`config.mk`:
```
export PLATFORM = sky130hd
export DESIGN_NAME = echo_queue
export DESIGN_NICKNAME = d
export VERILOG_FILES = /design/src/rtl/echo_queue.sv
export SDC_FILE = /design/constraint.sdc
export NUM_CORES = 1
export LEC_CHECK = 0
export ABC_CLOCK_PERIOD_IN_PS = 16500
export CAP_MARGIN = 20
export CORE_ASPECT_RATIO = 1.5
export CORE_UTILIZATION = 61
export CTS_CLUSTER_SIZE = 30
export DETAILED_ROUTE_END_ITERATION = 10
export GPL_TIMING_DRIVEN = 0
export PLACE_DENSITY = 0.85
export RECOVER_POWER = 100
export SLEW_MARGIN = 30
export SYNTH_ARGS = -nofsm -noshare
export SYNTH_HDL_FRONTEND = slang
export SYNTH_SLANG_ARGS = --single-unit
export TNS_END_PERCENT = 20
```
`constraint.sdc`:
```
create_clock -name CLK -period 16.5 [get_ports CLK]
set_clock_uncertainty 0.05 [all_clocks]
set_input_delay 4.95 -clock CLK [delete_from_list [all_inputs] [get_ports CLK]]
set_output_delay 4.95 -clock CLK [all_outputs]
set_load 0.01 [all_outputs]
```
`src/rtl/echo_queue.sv`:
```
// echo_queue: DEPTH-entry FIFO that echoes say requests as heard indications after DELAY cycles.
// Optional feature macro: ECHO_QUEUE_SEQ_EN adds per-entry sequence tags on indication_heard_seq.
`default_nettype none

module echo_queue #(
    parameter int METH_WIDTH = 32,
    parameter int DATA_WIDTH = 32,
    parameter int DEPTH      = 4,
    parameter int DELAY      = 1,
    parameter int SEQ_WIDTH  = 8
) (
    input  logic                         CLK,
    input  logic                         nRST,
    input  logic                         request_say__ENA,
    input  logic [METH_WIDTH-1:0]        request_say_meth,
    input  logic [DATA_WIDTH-1:0]        request_say_v,
    output logic                         request_say__RDY,
    output logic                         indication_heard__ENA,
    output logic [METH_WIDTH-1:0]        indication_heard_meth,
    output logic [DATA_WIDTH-1:0]        indication_heard_v,
    input  logic                         indication_heard__RDY,
    output logic [$clog2(DEPTH+1)-1:0]   count
`ifdef ECHO_QUEUE_SEQ_EN
    ,
    output logic [SEQ_WIDTH-1:0]         indication_heard_seq
`endif
);

    localparam int PW = $clog2(DEPTH);
    localparam int CW = $clog2(DEPTH+1);
    localparam logic [3:0]    DLY  = 4'(DELAY);
    localparam logic [CW-1:0] FULL = CW'(DEPTH);

    if ((DEPTH < 2) || (DEPTH > 64) || ((DEPTH & (DEPTH - 1)) != 0) ||
        (DELAY < 0) || (DELAY > 15) || (SEQ_WIDTH < 1)) begin : g_param_check
        $error("echo_queue: unsupported parameter set");
    end

    logic [METH_WIDTH-1:0] meth_q [DEPTH];
    logic [DATA_WIDTH-1:0] v_q    [DEPTH];
    logic [3:0]            age_q  [DEPTH];
    logic [PW-1:0]         rd_q, rd_d;
    logic [PW-1:0]         wr_q, wr_d;
    logic [CW-1:0]         count_q, count_d;

    logic          acc;
    logic          deq;
    logic          occ   [DEPTH];
    logic          aged  [DEPTH];
    logic [PW-1:0] off   [DEPTH];

    assign request_say__RDY      = (count_q != FULL);
    assign acc                   = request_say__ENA & request_say__RDY;
    assign indication_heard__ENA = (count_q != '0) & aged[rd_q] & indication_heard__RDY;
    assign deq                   = indication_heard__ENA;

    assign indication_heard_meth = meth_q[rd_q];
    assign indication_heard_v    = v_q[rd_q];
    assign count                 = count_q;

    // An entry is occupied when its distance from the read pointer is below the occupancy.
    for (genvar i = 0; i < DEPTH; i++) begin : g_entry
        assign off[i] = PW'(i) - rd_q;
        assign occ[i] = (CW'(off[i]) < count_q);
        if (DELAY == 0) begin : g_no_delay
            assign aged[i] = 1'b1;
        end else begin : g_delay
            assign aged[i] = (age_q[i] >= DLY);
        end
    end

    always_comb begin
        rd_d    = rd_q;
        wr_d    = wr_q;
        count_d = count_q;
        if (acc) begin
            wr_d = wr_q + 1'b1;
        end
        if (deq) begin
            rd_d = rd_q + 1'b1;
        end
        case ({acc, deq})
            2'b10:   count_d = count_q + 1'b1;
            2'b01:   count_d = count_q - 1'b1;
            default: count_d = count_q;
        endcase
    end

    always_ff @(posedge CLK) begin
        if (!nRST) begin
            rd_q    <= '0;
            wr_q    <= '0;
            count_q <= '0;
        end else begin
            rd_q    <= rd_d;
            wr_q    <= wr_d;
            count_q <= count_d;
        end
    end

    always_ff @(posedge CLK) begin
        for (int i = 0; i < DEPTH; i++) begin
            if (!nRST) begin
                meth_q[i] <= '0;
                v_q[i]    <= '0;
                age_q[i]  <= '0;
            end else if (acc && (wr_q == PW'(i))) begin
                meth_q[i] <= request_say_meth;
                v_q[i]    <= request_say_v;
                age_q[i]  <= '0;
            end else if (occ[i] && !aged[i]) begin
                age_q[i]  <= age_q[i] + 4'd1;
            end
        end
    end

`ifdef ECHO_QUEUE_SEQ_EN
    logic [SEQ_WIDTH-1:0] seq_cnt_q;
    logic [SEQ_WIDTH-1:0] seq_q [DEPTH];

    assign indication_heard_seq = seq_q[rd_q];

    always_ff @(posedge CLK) begin
        if (!nRST) begin
            seq_cnt_q <= '0;
        end else if (acc) begin
            seq_cnt_q <= seq_cnt_q + 1'b1;
        end
    end

    always_ff @(posedge CLK) begin
        for (int i = 0; i < DEPTH; i++) begin
            if (!nRST) begin
                seq_q[i] <= '0;
            end else if (acc && (wr_q == PW'(i))) begin
                seq_q[i] <= seq_cnt_q;
            end
        end
    end
`endif

endmodule

`default_nettype wire

```
Word-level counts from Yosys, hierarchy flattened
Memory sizes are Yosys's and may differ from the RTL's. A register that Yosys moved wholly into a read port is not among the register bits.
Cells that the tools add are included.
Operators by class
  equal/unequal tests: 6
  reduce and logical (&&, ||, !) cells: 15
  bitwise logic cells: 20
  $add $sub $neg: 12
  $lt $le $gt $ge: 9
  mux-type cells: 53
Operators with widths (number)
  32-bit 2-to-1 mux: 8
  4-bit 2-to-1 mux: 8
  1-bit 2-to-1 mux: 31
  4-bit by 1-bit adder with 4-bit output (second input constant): 4
  4-bit by 1-bit greater-or-equal comparator with 1-bit output (second input constant): 4
  1-bit OR: 16
  2-bit by 3-bit less-than comparator with 1-bit output: 4
  1-bit logical AND: 8
  2-bit 2-to-1 mux: 4
  2-bit == test (second input constant): 3
  3-bit one-hot mux with 2 select lines: 1
  2-bit by 1-bit adder with 2-bit output (second input constant): 2
  2-bit by 1-bit == test with 1-bit output (second input constant): 2
  1-bit logical NOT: 4
  1-bit by 2-bit subtractor with 2-bit output (first input constant): 2
  2-bit subtractor (first input constant): 2
  3-bit by 1-bit adder with 3-bit output (second input constant): 1
  1-bit bitwise AND: 3
  3-bit greater-or-equal comparator (second input constant): 1
  3-bit != test (second input constant): 1
  2-bit inverter with 3-bit output: 1
  3-bit nonzero test: 1
  3-bit by 1-bit subtractor with 3-bit output (second input constant): 1
  1-bit binary-select mux with 2-bit select: 1
  other kinds (2): 2
Storage, ports and cells
  logic and storage cells: 121
  RAM bits: 272
  bits of input ports: 68
  memories: 3
  register bits after elaboration: 7
Memory list
  meth_q: depth 4, width 32, read ports 1, clocked after memory_dff 1, wr ports 4, RTL line 39  | logic [METH_WIDTH-1:0] meth_q [DEPTH];
  v_q: depth 4, width 32, read ports 1, clocked after memory_dff 1, wr ports 4, RTL line 40  | logic [DATA_WIDTH-1:0] v_q [DEPTH];
  age_q: depth 4, width 4, read ports 4, clocked after memory_dff 0, wr ports 4, RTL line 41  | logic [3:0] age_q [DEPTH];

Logic depth before layout (Yosys ltp)
Gate-level depths: netlist of the first run.
  depth after elaboration: 8
  gate-level depth with buffers: 11

Least setup slack after synthesis of the first run
Ideal clock, no wire load.
  path kind: input-to-reg
  from: input port request_say__ENA
  to: memory age_q[3][0], in the netlist age_q[1][4] (enable)
  data required time: 16.131 ns
  data arrival time: 10.171 ns
  stages: 3
  setup slack: 5.960 ns
  cell sequence: nand2_1 -> o21ai_0 -> nand2b_1
RTL lines
  start: declaration: RTL line 14  | input logic request_say__ENA,
  end: declaration: RTL line 41

Final worst setup path of the first run
  from: input port indication_heard__RDY
  to: output port indication_heard__ENA
Between the ends
  longest elaborated chain between the ends: 1
Ends and longest elaborated chain
  start: declaration: RTL line 21  | input logic indication_heard__RDY,
  1-bit bitwise AND: RTL line 54  | assign indication_heard__ENA = (count_q != '0) & aged[rd_q] & indication_heard__RDY;
  end: declaration: RTL line 18  | output logic indication_heard__ENA,
Every way passes these cells.

==> out/qor.yml, run 1 <==
global_routing:
  met3_usage_pct: 3.58
  overflow: 0
  grt_usage_pct: 25.6
  grt_use_met1_pct: 28.6
  grt_antenna_before_repair: 1
  busiest_layer: "met2"
  grt_pass1_vias: 7601
  use_met2_pct: 48.7
  grt_max_degree: 34
  grt_pass1_wl_um: 40400
timing:
  fin_hold_ws_ns: 0.543
  worstMarginPinSlew_ns: 2.25
  period_needed_ns: 11.46
  rsz0062_at_grt: "false"
  fin_crit_sh_pct: 69.5
  setup_viol: 0
  finalHoldViolations: 0
  setup_tns_ns: 0
  fmax_ghz: 0.0872
  slew_viol_final: 106
  relSlewSlack_pct: -51.6
die:
  initial_utilization_pct: 62.3
  die_w_um: 120
  die_h_um: 179
  io_pins: 137
  core_um2: 20300
  dieArea_um2: 21400
  row_count: 64
yosys:
  netlist_top_cells_area: "edfxtp_1, and2_1, mux4_2"
  synth_top_area_cell: "edfxtp_1"
  synth_warnings: 0
  synth_top_cell_area_share_pct: 64.5
  syn_inst: 769
  yosysUniqueCellTypes: 32
  avgSynthCellArea_um2: 16.5
  syn-cell-area_um2: 12700
  ys_seq_area_share_pct: 65.9
  synth-seq-cells: 281
setup_path:
  reg2reg_depth: 7
  crit_type: "primary input to output port"
  startpoint_type: "primary input"
  worst-path-max-fanout: 3
  cp-startpoint: "indication_heard__RDY"
  crit_path_end_kind: "output port"
  ff2ff_setup_slack_ns: 11.53
  r2r_start: "wr_q[0]"
  cp_cell_sequence: "clkdlybuf4s50_1 -> o31a_1 -> nor2b_1 -> dlygate4sd3_1"
  r2r_end: "v_q[2][4]"
  critPathSlowestCell: "dlygate4sd3_1"
  crit_family: "buffers and inverters"
  worst-path-stages: 4
  max_stage_delay_ns: 0.63
  critPathRequiredTime_ns: 11.50
  crit_path_end: "indication_heard__ENA"
  timing.critical_path.buf_inv: 2
  crit_arrival_ns: 6.46
finish:
  drive_gt1_share_pct: 11.9
  seqCellArea_um2: 8350
  utilization_pct: 73.7
  fillCellCount: 1278
  multiInputGateArea_um2: 3820
  syn_to_final_growth_pct: 18.3
  final_nets: 1038
run_status:
  violations: "max-capacitance violations, max-slew violations"
  outcome: "complete, but fails checks"
detailed_routing:
  drc: 0
  wl_um: 26400
  firstDrtPassIters: 5
  viasPerCell: 5.74
  detail-route-antenna-nets: 0
  drt_iter0_markers: 515
  routedWlPerCell_um: 21.4
  vias: 7067
placement:
  portBuffers: 136
  dpl.hpwl_um: 17300
  gp_congestion: 0.762
clocking:
  cts_sinks: 281
  htree_levels: 1
  cts_tree: "yes"
  clock_path_buffers: 3
  hold_buffers: 0
  clock_latency_ns: 0.51
  root_buffer: "clkbuf_16"
  clk_pin_slew_worst_paths_ns: 0.07
  postCtsSetupRepairBufs: 0
  cts_made_buffers: 25
  cts_resized: 0
run:
  cap_violations: 5
worst_hold_path:
  hold_class: "flop to flop"
power:
  power.density_nw_per_um2: 130
  power_leakage_nw: 5.41
  ir_worst_vdd_v: 0.000113
[layout make-up]
type	instances	share of cell area, %
clock buffers	30	4.30
diodes	1	0.0167
plain buffers	46	1.22
clock inverters	16	1.10
repair buffers	149	9.41
inverters	22	0.559
well taps	264	2.20
flip-flops and latches	281	55.7
multi-input cells	423	25.5
[cells in the mapped netlist]
cell type,instances
a21boi_0,1
a21oi_1,4
a31oi_1,1
and2_1,259
and3_4,4
buf_2,8
buf_6,29
clkbuf_1,9
conb_1,1
dfxtp_1,9
edfxtp_1,272
fa_1,1
ha_1,21
inv_1,22
mux2_2,1
mux2i_1,1
mux4_2,65
nand2_1,10
nand2b_1,4
nor2_1,6
nor2b_1,3
nor3_1,9
nor3b_4,1
nor4b_1,4
o211ai_1,1
o21a_1,1
o21ai_0,11
o311a_1,1
o31a_1,1
or3_1,1
xnor2_1,7
xor2_1,1
[metrics by stage]
step / instance area (um^2) / power [W] / cells / setup WS [ns]
floorplan: 12700 / 0.00120 / 772 / 5.96
global placement: 14400 / 0.00142 / 1172 / 1.64
detailed placement: 14800 / 0.00145 / 1185 / 5.06
CTS: 15600 / 0.00202 / 1231 / 5.06
global route: 15000 / 0.00202 / 1232 / 4.94
finish: 15000 / 0.00195 / 1232 / 5.04
[report_power, final]
part	switching, W	total, W	internal (W)
sequential	0.0000281	0.000907	0.000879
clock	0.000249	0.000577	0.000328
combinational	0.000233	0.000465	0.000231
total	0.000510	0.00195	0.00144
[sequential cells by signal, indices dropped and copies added, names as in the netlist, named ones only]
name / count
count: 3
meth_q: 128
wr_q: 2
v_q: 128
age_q: 16
rd_q: 2
[cells in the final DEF, fill, tap and decap left out, drive strengths merged, types with 6 or more instances in the layout]
cell           Yosys  layout
xnor2              7       7
and2             259     259
nor3               9       9
nor2               6       6
mux4              65      65
edfxtp           272     272
dfxtp              9       9
clkbuf             9      81
clkdlybuf4s50      0      66
clkinv             0       9
buf               37       8
o21ai             11      11
inv               22      23
nand2             10      10
dlygate4sd3        0      70
ha                21      21
[cell families (layout without fill, tap and decap cells)]
| kind of cell | Yosys count | after routing | synth area share, % |
|---|---|---|---|
| buf+inv | 68 | 263 | 3.81 |
| flops | 281 | 281 | 65.9 |
| fa+ha+maj | 22 | 22 | 2.23 |
| mux | 67 | 67 | 11.7 |
| compound gates | 21 | 21 | 0.968 |
| simple gates | 301 | 301 | 14.8 |
| other cells | 1 | 5 | 0.0296 |
| xor+xnor | 8 | 8 | 0.553 |
[metal layers]
metal	vias up	share of wire (%)
met5	-	0
li1	3168	-
met1	3598	36
met3	59	5.3
met4	0	3.3
met2	242	56
[worst reg2reg max path, cell delays in order, from the launching register on]
cell      delay (ns)
dfxtp_1         0.34
inv_1           0.12
ha_1            0.20
nand2_1         0.07
o21ai_0         1.31
clkbuf_1        0.88
clkbuf_1        0.79
clkbuf_1        0.82
[worst min-delay path by stage]
| stage | from | to | slack, ns | cells after the start |
|---|---|---|---|---|
| after floorplan | wr_q[1] | wr_q[1] | 0.48 | 2 |
| after global placement | wr_q[1] | wr_q[1] | 0.50 | 2 |
| after detailed placement | wr_q[1] | wr_q[1] | 0.52 | 2 |
| after CTS | wr_q[1] | wr_q[1] | 0.54 | 2 |
| after global routing | wr_q[1] | wr_q[1] | 0.56 | 2 |
| final | wr_q[1] | wr_q[1] | 0.54 | 2 |
(Power assumes the default switching activity.)
==> run 2, diff against run 1 <==
ABC_CLOCK_PERIOD_IN_PS = 12000   (was 16500)
CORE_UTILIZATION = 57   (was 61)
PLACE_DENSITY = 0.8   (was 0.85)
clock period = 12 ns   (was 16.5 ns; I/O delays follow)
==> out/qor.yml, run 2 (synthesis gave the netlist of run 1 again) <==
run_status:
  outcome: "complete, but fails checks"  # unchanged
  violations: "max-capacitance violations, max-slew violations"  # unchanged
setup_path:
  r2r_start: "count[2]"  # was wr_q[0]
  cp-startpoint: "indication_heard__RDY"  # unchanged
  worst-path-stages: 4  # unchanged
  timing.critical_path.buf_inv: 2  # unchanged
  crit_type: "primary input to output port"  # unchanged
  max_stage_delay_ns: 0.64  # was 0.63 ns
  ff2ff_setup_slack_ns: 7.38  # was 11.53 ns
  worst-path-max-fanout: 3  # unchanged
  reg2reg_depth: 4  # was 7
  cp_cell_sequence: "clkdlybuf4s50_1 -> o31a_1 -> nor2b_1 -> dlygate4sd3_1"  # unchanged
  critPathRequiredTime_ns: 8.35  # was 11.50 ns
  crit_family: "buffers and inverters"  # unchanged
  crit_path_end_kind: "output port"  # unchanged
  r2r_end: "meth_q[1][20]"  # was v_q[2][4]
  critPathSlowestCell: "dlygate4sd3_1"  # unchanged
  startpoint_type: "primary input"  # unchanged
  crit_arrival_ns: 5.09  # was 6.46 ns
  crit_path_end: "indication_heard__ENA"  # unchanged
finish:
  final_cell_area_um2: 15000  # about the same
  final_nets: 1041  # was 1038
  seqCellArea_um2: 8350  # unchanged
  fin_cells: 1242  # was 1232
  layout.cells.most_common_list: "edfxtp_1, and2_0, and2_1"  # unchanged
  final_common_cell: "edfxtp_1"  # unchanged
  syn_to_final_growth_pct: 18.4  # was 18.3%
  largest_registers: "meth_q (128), v_q (128), age_q (16)"  # unchanged
  fillCellCount: 1459  # was 1278
  multiInputGateArea_um2: 3820  # about the same
  drive_gt1_share_pct: 11.6  # was 11.9%
clocking:
  postCtsSetupRepairBufs: 0  # unchanged
  cts_resized: 0  # unchanged
  clk_pin_slew_worst_paths_ns: 0.06  # was 0.07 ns
  root_buffer: "clkbuf_16"  # unchanged
  cts_made_buffers: 26  # was 25
  cts_tree: "yes"  # unchanged
  hold_buffers: 0  # unchanged
  clock_latency_ns: 0.52  # was 0.51 ns
  htree_levels: 1  # unchanged
  cts_sinks: 281  # unchanged
  clock_path_buffers: 3  # unchanged
placement:
  gp_congestion: 0.725  # was 0.762
  place_area_um2: 14800  # about the same
  placedCellCount: 1195  # was 1185
  dpl.hpwl_um: 17300  # about the same
  portBuffers: 136  # unchanged
power:
  p_total_w: 0.00265  # was 0.00195 W
  power_leakage_nw: 5.41  # about the same
  ir_worst_vdd_v: 0.000138  # was 0.000113 V
  power.density_nw_per_um2: 177  # was 130 nW/um^2
detailed_routing:
  drt_iter0_markers: 415  # was 515
  viasPerCell: 5.55  # was 5.74
  vias: 6887  # was 7067
  drc: 0  # unchanged
  detail-route-antenna-nets: 0  # unchanged
  wl_um: 25500  # was 26400 um
  firstDrtPassIters: 4  # was 5
  routedWlPerCell_um: 20.5  # was 21.4 um
timing:
  worstMarginPinSlew_ns: 2.06  # was 2.25 ns
  fin_crit_sh_pct: 72.9
  period_needed_ns: 8.74
  setup_viol: 0  # unchanged
  relSlewSlack_pct: -37.2  # was -51.6%
  setup_tns_ns: 0  # unchanged
  rsz0062_at_grt: "false"  # unchanged
  finalHoldViolations: 0  # unchanged
  fmax_ghz: 0.114
  slew_viol_final: 78  # was 106
global_routing:
  overflow: 0  # unchanged
  grt_max_degree: 35  # was 34
  grt_pass1_vias: 7466  # was 7601
  grt_antenna_before_repair: 2  # was 1
  met3_usage_pct: 3.59  # was 3.58%
  grt_use_met1_pct: 27.2  # was 28.6%
  grt_usage_pct: 23.5  # was 25.6%
  use_met2_pct: 43.2  # was 48.7%
  busiest_layer: "met2"  # unchanged
  grt_pass1_wl_um: 39500  # was 40400 um
die:
  io_pins: 137  # unchanged
  row_count: 66  # was 64
  die_h_um: 185  # was 179 um
  core_um2: 21700  # was 20300 um^2
  die_w_um: 124  # was 120 um
  dieArea_um2: 22800  # was 21400 um^2
  initial_utilization_pct: 58.3  # was 62.3%
run:
  cap_violations: 3  # was 5
worst_hold_path:
  hold_class: "flop to flop"  # unchanged
## run 2: worst min-delay path by stage
stage / slack [ns] / from / cells past startpoint / to
floorplan: 0.48 / wr_q[1] / 2 / wr_q[1]
global placement: 0.50 / wr_q[1] / 2 / wr_q[1]
detailed placement: 0.51 / wr_q[1] / 2 / wr_q[1]
CTS: 0.52 / wr_q[1] / 2 / wr_q[1]
global route: 0.56 / wr_q[1] / 2 / wr_q[1]
finish: 0.52 / wr_q[1] / 2 / wr_q[1]
## run 2: final cells by class
| class | instances | area share [%] |
|---|---|---|
| multi-input cells | 423 | 25.5 |
| plain buffers | 46 | 1.22 |
| clock buffers | 31 | 4.46 |
| well taps | 272 | 2.27 |
| inverters | 22 | 0.559 |
| clock inverters | 14 | 0.834 |
| diodes | 2 | 0.0334 |
| repair buffers | 151 | 9.45 |
| flip-flops and latches | 281 | 55.7 |
## run 2: through the flow
step           setup slack, ns  hold slack, ns  util [%]
6_report                  3.26           0.518      69.0
5_1_grt                   3.16           0.555      69.0
4_1_cts                   3.27           0.522      71.7
3_5_place_dp              3.28           0.514      68.0
3_3_place_gp             -1.44           0.502      66.2
2_1_floorplan             2.81           0.478         -
## run 2: report_power, final
group	internal, W	leakage, nW	switching (W)
sequential	0.00121	2.92	0.0000388
combinational	0.000317	2.10	0.000311
clock	0.000439	0.384	0.000338
## run 2: worst register-to-register path, stage by stage, from the launching register on
cell and delay (ns):
dfxtp_1 0.51, nor3b_1 0.60, o21a_1 0.29, clkinvlp_2 1.41
clkbuf_1 1.16
## run 2: per-layer routing
| metal | vias up | part of all wire (%) |
|---|---|---|
| met2 | 186 | 55 |
| met3 | 54 | 5.4 |
| li1 | 3169 | - |
| met4 | 0 | 3.2 |
| met1 | 3478 | 36 |
| met5 | - | 0 |
==> run 3, diff against run 2 <==
ABC_CLOCK_PERIOD_IN_PS = 8210   (was 12000)
clock period = 8.21 ns   (was 12 ns; I/O delays follow)
==> results of run 3 <==
The final DEF is identical to that of run 2. Status: complete, but fails checks: max-capacitance violations, max-slew violations.
Among the figures that moved: setup slack after placement 3.28 ns -> 1.76 ns; setup slack after layout 3.26 ns -> 1.74 ns; register-to-register setup slack 7.38 ns -> 3.59 ns; total power 0.00265 W -> 0.00388 W; worst IR drop on VDD 0.000138 V -> 0.000201 V
